==> src/rtl/trig_seq_gen_pkg.sv <==
// Shared types and default widths for the multi-channel trigger sequencer.
package trig_seq_gen_pkg;

  localparam int DEF_N_CH  = 17;
  localparam int DEF_CNT_W = 32;
  localparam int DEF_DLY_W = 16;
  localparam int DEF_PW_W  = 8;

  typedef enum logic [1:0] {
    ST_IDLE  = 2'd0,
    ST_RUN   = 2'd1,
    ST_DRAIN = 2'd2
  } seq_st_e;

  typedef enum logic [1:0] {
    CH_IDLE  = 2'd0,
    CH_DLY   = 2'd1,
    CH_PULSE = 2'd2
  } ch_st_e;

endpackage

==> src/rtl/trig_seq_gen_ch_dly.sv <==
// One trigger channel: programmable delay after a master tick, then a
// fixed-width pulse. A new tick restarts the channel from its delay.
module trig_ch_dly
  import trig_seq_gen_pkg::*;
#(
  parameter int DLY_W = DEF_DLY_W,
  parameter int PW_W  = DEF_PW_W
) (
  input  logic             I_clk,
  input  logic             I_Rst,
  input  logic             I_clr,
  input  logic             I_tick,
  input  logic             I_en,
  input  logic [DLY_W-1:0] I_dly,
  input  logic [PW_W-1:0]  I_pw,
  output logic             O_trig,
  output logic             O_active
);

  localparam int CW = (DLY_W > PW_W) ? DLY_W : PW_W;
  localparam logic [CW-1:0] C_ONE = CW'(1);

  ch_st_e        st_q, st_d;
  logic [CW-1:0] cnt_q, cnt_d;
  logic          trig_q, trig_d;

  always_comb begin
    st_d  = st_q;
    cnt_d = cnt_q;
    if (I_clr) begin
      st_d  = CH_IDLE;
      cnt_d = '0;
    end else if (I_tick && I_en) begin
      if (I_dly == '0) begin
        st_d  = CH_PULSE;
        cnt_d = CW'(I_pw) - C_ONE;
      end else begin
        st_d  = CH_DLY;
        cnt_d = CW'(I_dly) - C_ONE;
      end
    end else begin
      case (st_q)
        CH_DLY: begin
          if (cnt_q == '0) begin
            st_d  = CH_PULSE;
            cnt_d = CW'(I_pw) - C_ONE;
          end else begin
            cnt_d = cnt_q - C_ONE;
          end
        end
        CH_PULSE: begin
          if (cnt_q == '0) begin
            st_d = CH_IDLE;
          end else begin
            cnt_d = cnt_q - C_ONE;
          end
        end
        default: st_d = CH_IDLE;
      endcase
    end
    trig_d = (st_d == CH_PULSE);
  end

  always_ff @(posedge I_clk) begin
    if (I_Rst) begin
      st_q   <= CH_IDLE;
      cnt_q  <= '0;
      trig_q <= 1'b0;
    end else begin
      st_q   <= st_d;
      cnt_q  <= cnt_d;
      trig_q <= trig_d;
    end
  end

  // Looks one cycle ahead so the parent can leave DRAIN without a dead cycle.
  assign O_active = (st_d != CH_IDLE);
  assign O_trig   = trig_q;

endmodule

==> src/rtl/trig_seq_gen.sv <==
// Multi-channel trigger sequencer: start edge launches a burst or a
// continuous train of master ticks fanned out to delayed channels.
module trig_seq_gen
  import trig_seq_gen_pkg::*;
#(
  parameter int N_CH  = DEF_N_CH,
  parameter int CNT_W = DEF_CNT_W,
  parameter int DLY_W = DEF_DLY_W,
  parameter int PW_W  = DEF_PW_W
) (
  input  logic                  I_clk,
  input  logic                  I_Rst,
  input  logic                  I_Trig_in,
  input  logic                  I_Abort,
  input  logic                  I_Mode,
  input  logic [CNT_W-1:0]      I_Trig_Num,
  input  logic [CNT_W-1:0]      I_Trig_Step,
  input  logic [PW_W-1:0]       I_Pulse_W,
  input  logic [N_CH-1:0]       I_Ch_En,
  input  logic [N_CH*DLY_W-1:0] I_Ch_Dly,
  output logic [N_CH-1:0]       O_Trig,
  output logic                  O_Busy,
  output logic                  O_Done,
  output logic [CNT_W-1:0]      O_Trig_Cnt
);

  localparam logic [CNT_W-1:0] CNT_ONE = CNT_W'(1);
  localparam logic [PW_W-1:0]  PW_ONE  = PW_W'(1);

  seq_st_e               state_q, state_d;
  logic                  trig_in_q, trig_in_d;
  logic [CNT_W-1:0]      per_q, per_d;
  logic [CNT_W-1:0]      cnt_q, cnt_d;
  logic                  done_q, done_d;
  logic                  mode_q, mode_d;
  logic [CNT_W-1:0]      num_q, num_d;
  logic [CNT_W-1:0]      step_q, step_d;
  logic [PW_W-1:0]       pw_q, pw_d;
  logic [N_CH-1:0]       en_q, en_d;
  logic [N_CH*DLY_W-1:0] dly_q, dly_d;

  logic [CNT_W-1:0] step_eff;
  logic [CNT_W-1:0] cnt_inc;
  logic [PW_W-1:0]  pw_eff;
  logic             start;
  logic             tick;
  logic             any_act;
  logic [N_CH-1:0]  trig_w;
  logic [N_CH-1:0]  act_w;

  assign step_eff = (step_q == '0) ? CNT_ONE : step_q;
  assign pw_eff   = (pw_q == '0) ? PW_ONE : pw_q;
  assign cnt_inc  = cnt_q + CNT_ONE;
  assign any_act  = |act_w;
  assign start    = I_Trig_in & ~trig_in_q
                  & (state_q == ST_IDLE)
                  & (I_Mode | (|I_Trig_Num));
  assign tick     = (state_q == ST_RUN)
                  & (per_q == '0) & ~I_Abort;

  always_comb begin
    state_d   = state_q;
    trig_in_d = I_Trig_in;
    per_d     = per_q;
    cnt_d     = cnt_q;
    done_d    = 1'b0;
    mode_d    = mode_q;
    num_d     = num_q;
    step_d    = step_q;
    pw_d      = pw_q;
    en_d      = en_q;
    dly_d     = dly_q;
    if (I_Abort) begin
      state_d = ST_IDLE;
      per_d   = '0;
    end else begin
      case (state_q)
        ST_IDLE: begin
          if (start) begin
            state_d = ST_RUN;
            per_d   = '0;
            cnt_d   = '0;
            mode_d  = I_Mode;
            num_d   = I_Trig_Num;
            step_d  = I_Trig_Step;
            pw_d    = I_Pulse_W;
            en_d    = I_Ch_En;
            dly_d   = I_Ch_Dly;
          end
        end
        ST_RUN: begin
          per_d = (per_q == step_eff - CNT_ONE)
                ? '0 : per_q + CNT_ONE;
          if (tick) begin
            cnt_d = cnt_inc;
            if (!mode_q && cnt_inc == num_q) begin
              state_d = ST_DRAIN;
            end
          end
        end
        ST_DRAIN: begin
          if (!any_act) begin
            state_d = ST_IDLE;
            done_d  = 1'b1;
          end
        end
        default: state_d = ST_IDLE;
      endcase
    end
  end

  always_ff @(posedge I_clk) begin
    if (I_Rst) begin
      state_q   <= ST_IDLE;
      trig_in_q <= 1'b0;
      per_q     <= '0;
      cnt_q     <= '0;
      done_q    <= 1'b0;
      mode_q    <= 1'b0;
      num_q     <= '0;
      step_q    <= '0;
      pw_q      <= '0;
      en_q      <= '0;
      dly_q     <= '0;
    end else begin
      state_q   <= state_d;
      trig_in_q <= trig_in_d;
      per_q     <= per_d;
      cnt_q     <= cnt_d;
      done_q    <= done_d;
      mode_q    <= mode_d;
      num_q     <= num_d;
      step_q    <= step_d;
      pw_q      <= pw_d;
      en_q      <= en_d;
      dly_q     <= dly_d;
    end
  end

  for (genvar k = 0; k < N_CH; k++) begin : g_ch
    trig_ch_dly #(
      .DLY_W(DLY_W),
      .PW_W (PW_W)
    ) u_ch (
      .I_clk   (I_clk),
      .I_Rst   (I_Rst),
      .I_clr   (I_Abort),
      .I_tick  (tick),
      .I_en    (en_q[k]),
      .I_dly   (dly_q[k*DLY_W +: DLY_W]),
      .I_pw    (pw_eff),
      .O_trig  (trig_w[k]),
      .O_active(act_w[k])
    );
  end

  assign O_Trig     = trig_w;
  assign O_Busy     = (state_q == ST_RUN) | (state_q == ST_DRAIN);
  assign O_Done     = done_q;
  assign O_Trig_Cnt = cnt_q;

endmodule

==> config.mk <==
export PLATFORM = sky130hd
export DESIGN_NAME = trig_seq_gen
export DESIGN_NICKNAME = d
export VERILOG_FILES = /design/src/rtl/trig_seq_gen_pkg.sv /design/src/rtl/trig_seq_gen_ch_dly.sv /design/src/rtl/trig_seq_gen.sv
export SDC_FILE = /design/constraint.sdc
export NUM_CORES = 2
export LEC_CHECK = 0
export ABC_AREA = 1
export BUFFER_PORTS_ARGS = -buffer_cell sky130_fd_sc_hd__buf_2
export CAP_MARGIN = 20
export CORE_MARGIN = 4
export CORE_UTILIZATION = 50
export CTS_CLUSTER_DIAMETER = 200
export DETAILED_ROUTE_END_ITERATION = 10
export HOLD_SLACK_MARGIN = 0.03
export PLACE_DENSITY = 0.73
export REMOVE_ABC_BUFFERS = 1
export SYNTH_ARGS = -nofsm -noshare
export SYNTH_HDL_FRONTEND = slang
export SYNTH_SLANG_ARGS = --single-unit
==> constraint.sdc <==
create_clock -name I_clk -period 6.55 [get_ports I_clk]
set_input_delay 0 -clock I_clk [delete_from_list [all_inputs] [get_ports I_clk]]
set_output_delay 0 -clock I_clk [all_outputs]
set_load 0.03 [all_outputs]
==> out/metrics.yaml <==
floorplanning:
  die_h_um: 316.6
  die_area_sq_mm: 0.1002
  start_util: 0.5070
  io_pins: 417
  die_w_um: 316.6
  rows: 112
  core-area_sq_mm: 0.09389
placed_design:
  pre_cts_ws_ps: 1698
  gp_congestion: 0.9586
  port_buffers: 416
  place_inst: 8736
  placed_cell_area_sq_mm: 0.05043
  dp_hpwl_um: 114200
routing:
  viasPerCell: 5.732
  first_pass_iters: 6
  postRouteAntennaNets: 0
  num_vias: 53310
  drcViolationCount: 0
  drt_iter0_drc: 5364
  routedWlPerCell_um: 18.27
  wirelength_um: 170000
sta:
  fin_skew_ps: 26.42
  maxSlewHeadroom: 0.1766
  fin_crit_sh: 0.7584
  tightest_slew_ps: 1204
  max_freq_mhz: 201.3
  min_period_ps: 4967
  drv_slew: 0
  hold_viol_final: 0
  rsz0062_at_grt: "no"
  setup_viol_count_final: 0
  setup_ws_ps: 1583
final_layout:
  fillCellCount: 8664
  multi_input_area_sq_mm: 0.02760
  area_growth_pct: 20.56
  stdcell_area_sq_mm: 0.05739
  regArea_sq_mm: 0.01507
  final_core_util: 0.6113
  final_nets: 8416
  final-instance-count-excl-fill: 9301
  drive_above_1_share: 0.08591
cts:
  clock_latency_ps: 670
  ctsResizeCount: 0
  cts_buffers: 87
  cts_htree_levels: 3
  cts_num_sinks: 753
  path_clk_slew_ps: 60
  clockBufferDepth: 3
  cts_root_buffer: "clkbuf_16"
  cts_tree: "yes"
hold_path:
  hold_class: "primary input to register"
global_routing:
  grt_pass1_wl_um: 263200
  antenna_found_initial: 6
  grt_usage: 0.3240
  grt_remaining_overflow: 0
  grt_max_degree: 207
  grt_pass1_vias: 49290
worst_setup_path:
  path_class: "register to register"
  start_kind: "register"
  critPathArrivalTime_ps: 5520
  end_kind: "register"
  crit_required_ps: 7100
  worstPathMaxFanout: 22
logic_synthesis:
  async_reset_ff_frac: 0
  synth_seq_area_share: 0.3167
  synth-xor-area-share: 0.06536
  muxShareOfSynthArea: 0
  postSynthAreaPerCell_sq_um: 6.481
  ys.flop_type: "dfxtp_1"
  ys_types: 62
  synth_top_family_by_area: "simple AND/OR/NAND/NOR gates"
  synth_compound_area_frac: 0.2356
  yosys.area_share.adder: 0.01997
  synth_edf_count: 0
  netlist_instances: 7345
  syn_area_sq_mm: 0.04761
  ys_seq_elements: 753
  synth-simple-area-share: 0.2565
  yosysWarnings: 0
outcome:
  status: "completed"
power_and_ir_drop:
  comb_power_share: 0.250
  power_frac_seq: 0.370
  p_int_mw: 8.790
  switchingPower_mw: 4.438
  swShare: 0.3355
  vdd_drop_max_uv: 168.0
  p_leak_nw: 25.12
  clkPwrFrac: 0.380
  powerDensity_mw_per_mm2: 230.5
flow_run:
  maxCapViolations: 0
[synth_stat cells, drive strengths merged, types with 43 or more instances]
master	count	area [sq um]
a21oi	753	3772
a31oi	125	782.0
buf	81	460.4
clkbuf	241	904.6
dfxtp	753	15070
ha	76	950.9
inv	967	3630
nand2	1200	4514
nand3	429	2175
nand4	94	588.1
nor2	897	3538
nor3	141	740.7
nor4	43	269.0
o211ai	155	1164
o21ai	770	3854
o221ai	65	569.3
xnor2	75	656.9
xor2	270	2365
[layer usage]
layer | track usage | vias to the layer above | wire, um
li1 | - | 25830 | -
met3 | 0.05000 | 452 | 14740
met5 | 0 | - | 0
met2 | 0.5262 | 2464 | 76370
met1 | 0.4309 | 24560 | 71310
met4 | 0.1334 | 0 | 7522
[layout by cell type, fill, tap and decap left out, drive strengths merged, types with 128 or more instances in the layout]
cell type | Yosys | routed
dfxtp | 753 | 753
clkbuf | 241 | 128
nand3 | 429 | 429
inv | 967 | 971
nor3 | 141 | 141
o211ai | 155 | 155
nand2 | 1200 | 1200
xor2 | 270 | 270
a21oi | 753 | 753
o21ai | 770 | 770
buf | 81 | 460
dlygate4sd3 | 0 | 402
nor2 | 897 | 897
[final cells by class]
| cell class | count | area share |
|---|---|---|
| multi-input combinational | 5291 | 0.4809 |
| tap | 1254 | 0.02734 |
| inverter | 979 | 0.06427 |
| timing repair buffer | 862 | 0.1141 |
| clock buffer | 128 | 0.04432 |
| sequential | 753 | 0.2627 |
| antenna | 4 | 0.0001744 |
| clock inverter | 30 | 0.006235 |
[stage by stage]
step	power, mW	TNS, ps	hold slack, ps
6_report	13.23	0	61.36
5_1_grt	13.76	0	43.45
4_1_cts	13.17	0	34.04
2_1_floorplan	6.897	-2010850	69.07
3_3_place_gp	7.964	0	227.4
3_5_place_dp	7.992	0	241.3
[power groups by stage]
stage	Combinational (mW)	Clock, mW	Sequential, mW
global route	3.60	5.26	4.91
detailed placement	3.01	0	4.98
CTS	3.21	5.08	4.89
floorplan	1.94	0	4.96
global placement	2.98	0	4.98
finish	3.30	5.03	4.89
[worst paths after layout]
check	start	endpoint	slack [ps]	cells after the start
setup / recovery	state_q[1]	g_ch[12].u_ch.cnt_q[14]	1580	15
hold / removal	I_Abort	step_q[5]	60	4
setup reg to reg	state_q[1]	g_ch[12].u_ch.cnt_q[14]	1580	15
hold reg to reg	num_q[26]	num_q[26]	460	2
[state kept, by name, indices dropped and copies added (netlist names)]
| register | count |
|---|---|
| O_Done | 1 |
| O_Trig_Cnt | 32 |
| dly_q | 272 |
| en_q | 17 |
| g_ch.u_ch.O_trig | 17 |
| g_ch.u_ch.cnt_q | 272 |
| g_ch.u_ch.st_q | 34 |
| mode_q | 1 |
| num_q | 32 |
| per_q | 32 |
| pw_q | 8 |
| state_q | 2 |
| step_q | 32 |
| trig_in_q | 1 |
[critical path, cell delays in order (launching register included)]
cell and delay, ps:
dfxtp_1 330, inv_1 90, ha_1 800, inv_2 140
nor2_1 170, nand3_1 130, nor2_4 150, nand3_4 550
nor2_1 820, clkinv_1 510, nand2_1 650, inv_1 200
nand2_1 100, o211ai_1 100, nand2_1 70, inv_1 50
[kinds of logic after synthesis]
kind of cell               Yosys count
AOI/OAI and AO/OA                 2003
adders and majority gates           76
xor gates and xnor gates           349
buffers and inverters             1301
and+or+nand+nor                   2863
DFF                                753
[repair_timing]
action,in CTS,in global routing
setup buffers,0,0
hold buffers,402,0
endpoints found under the hold margin,385,0
Power figures use the tool's default switching activity.
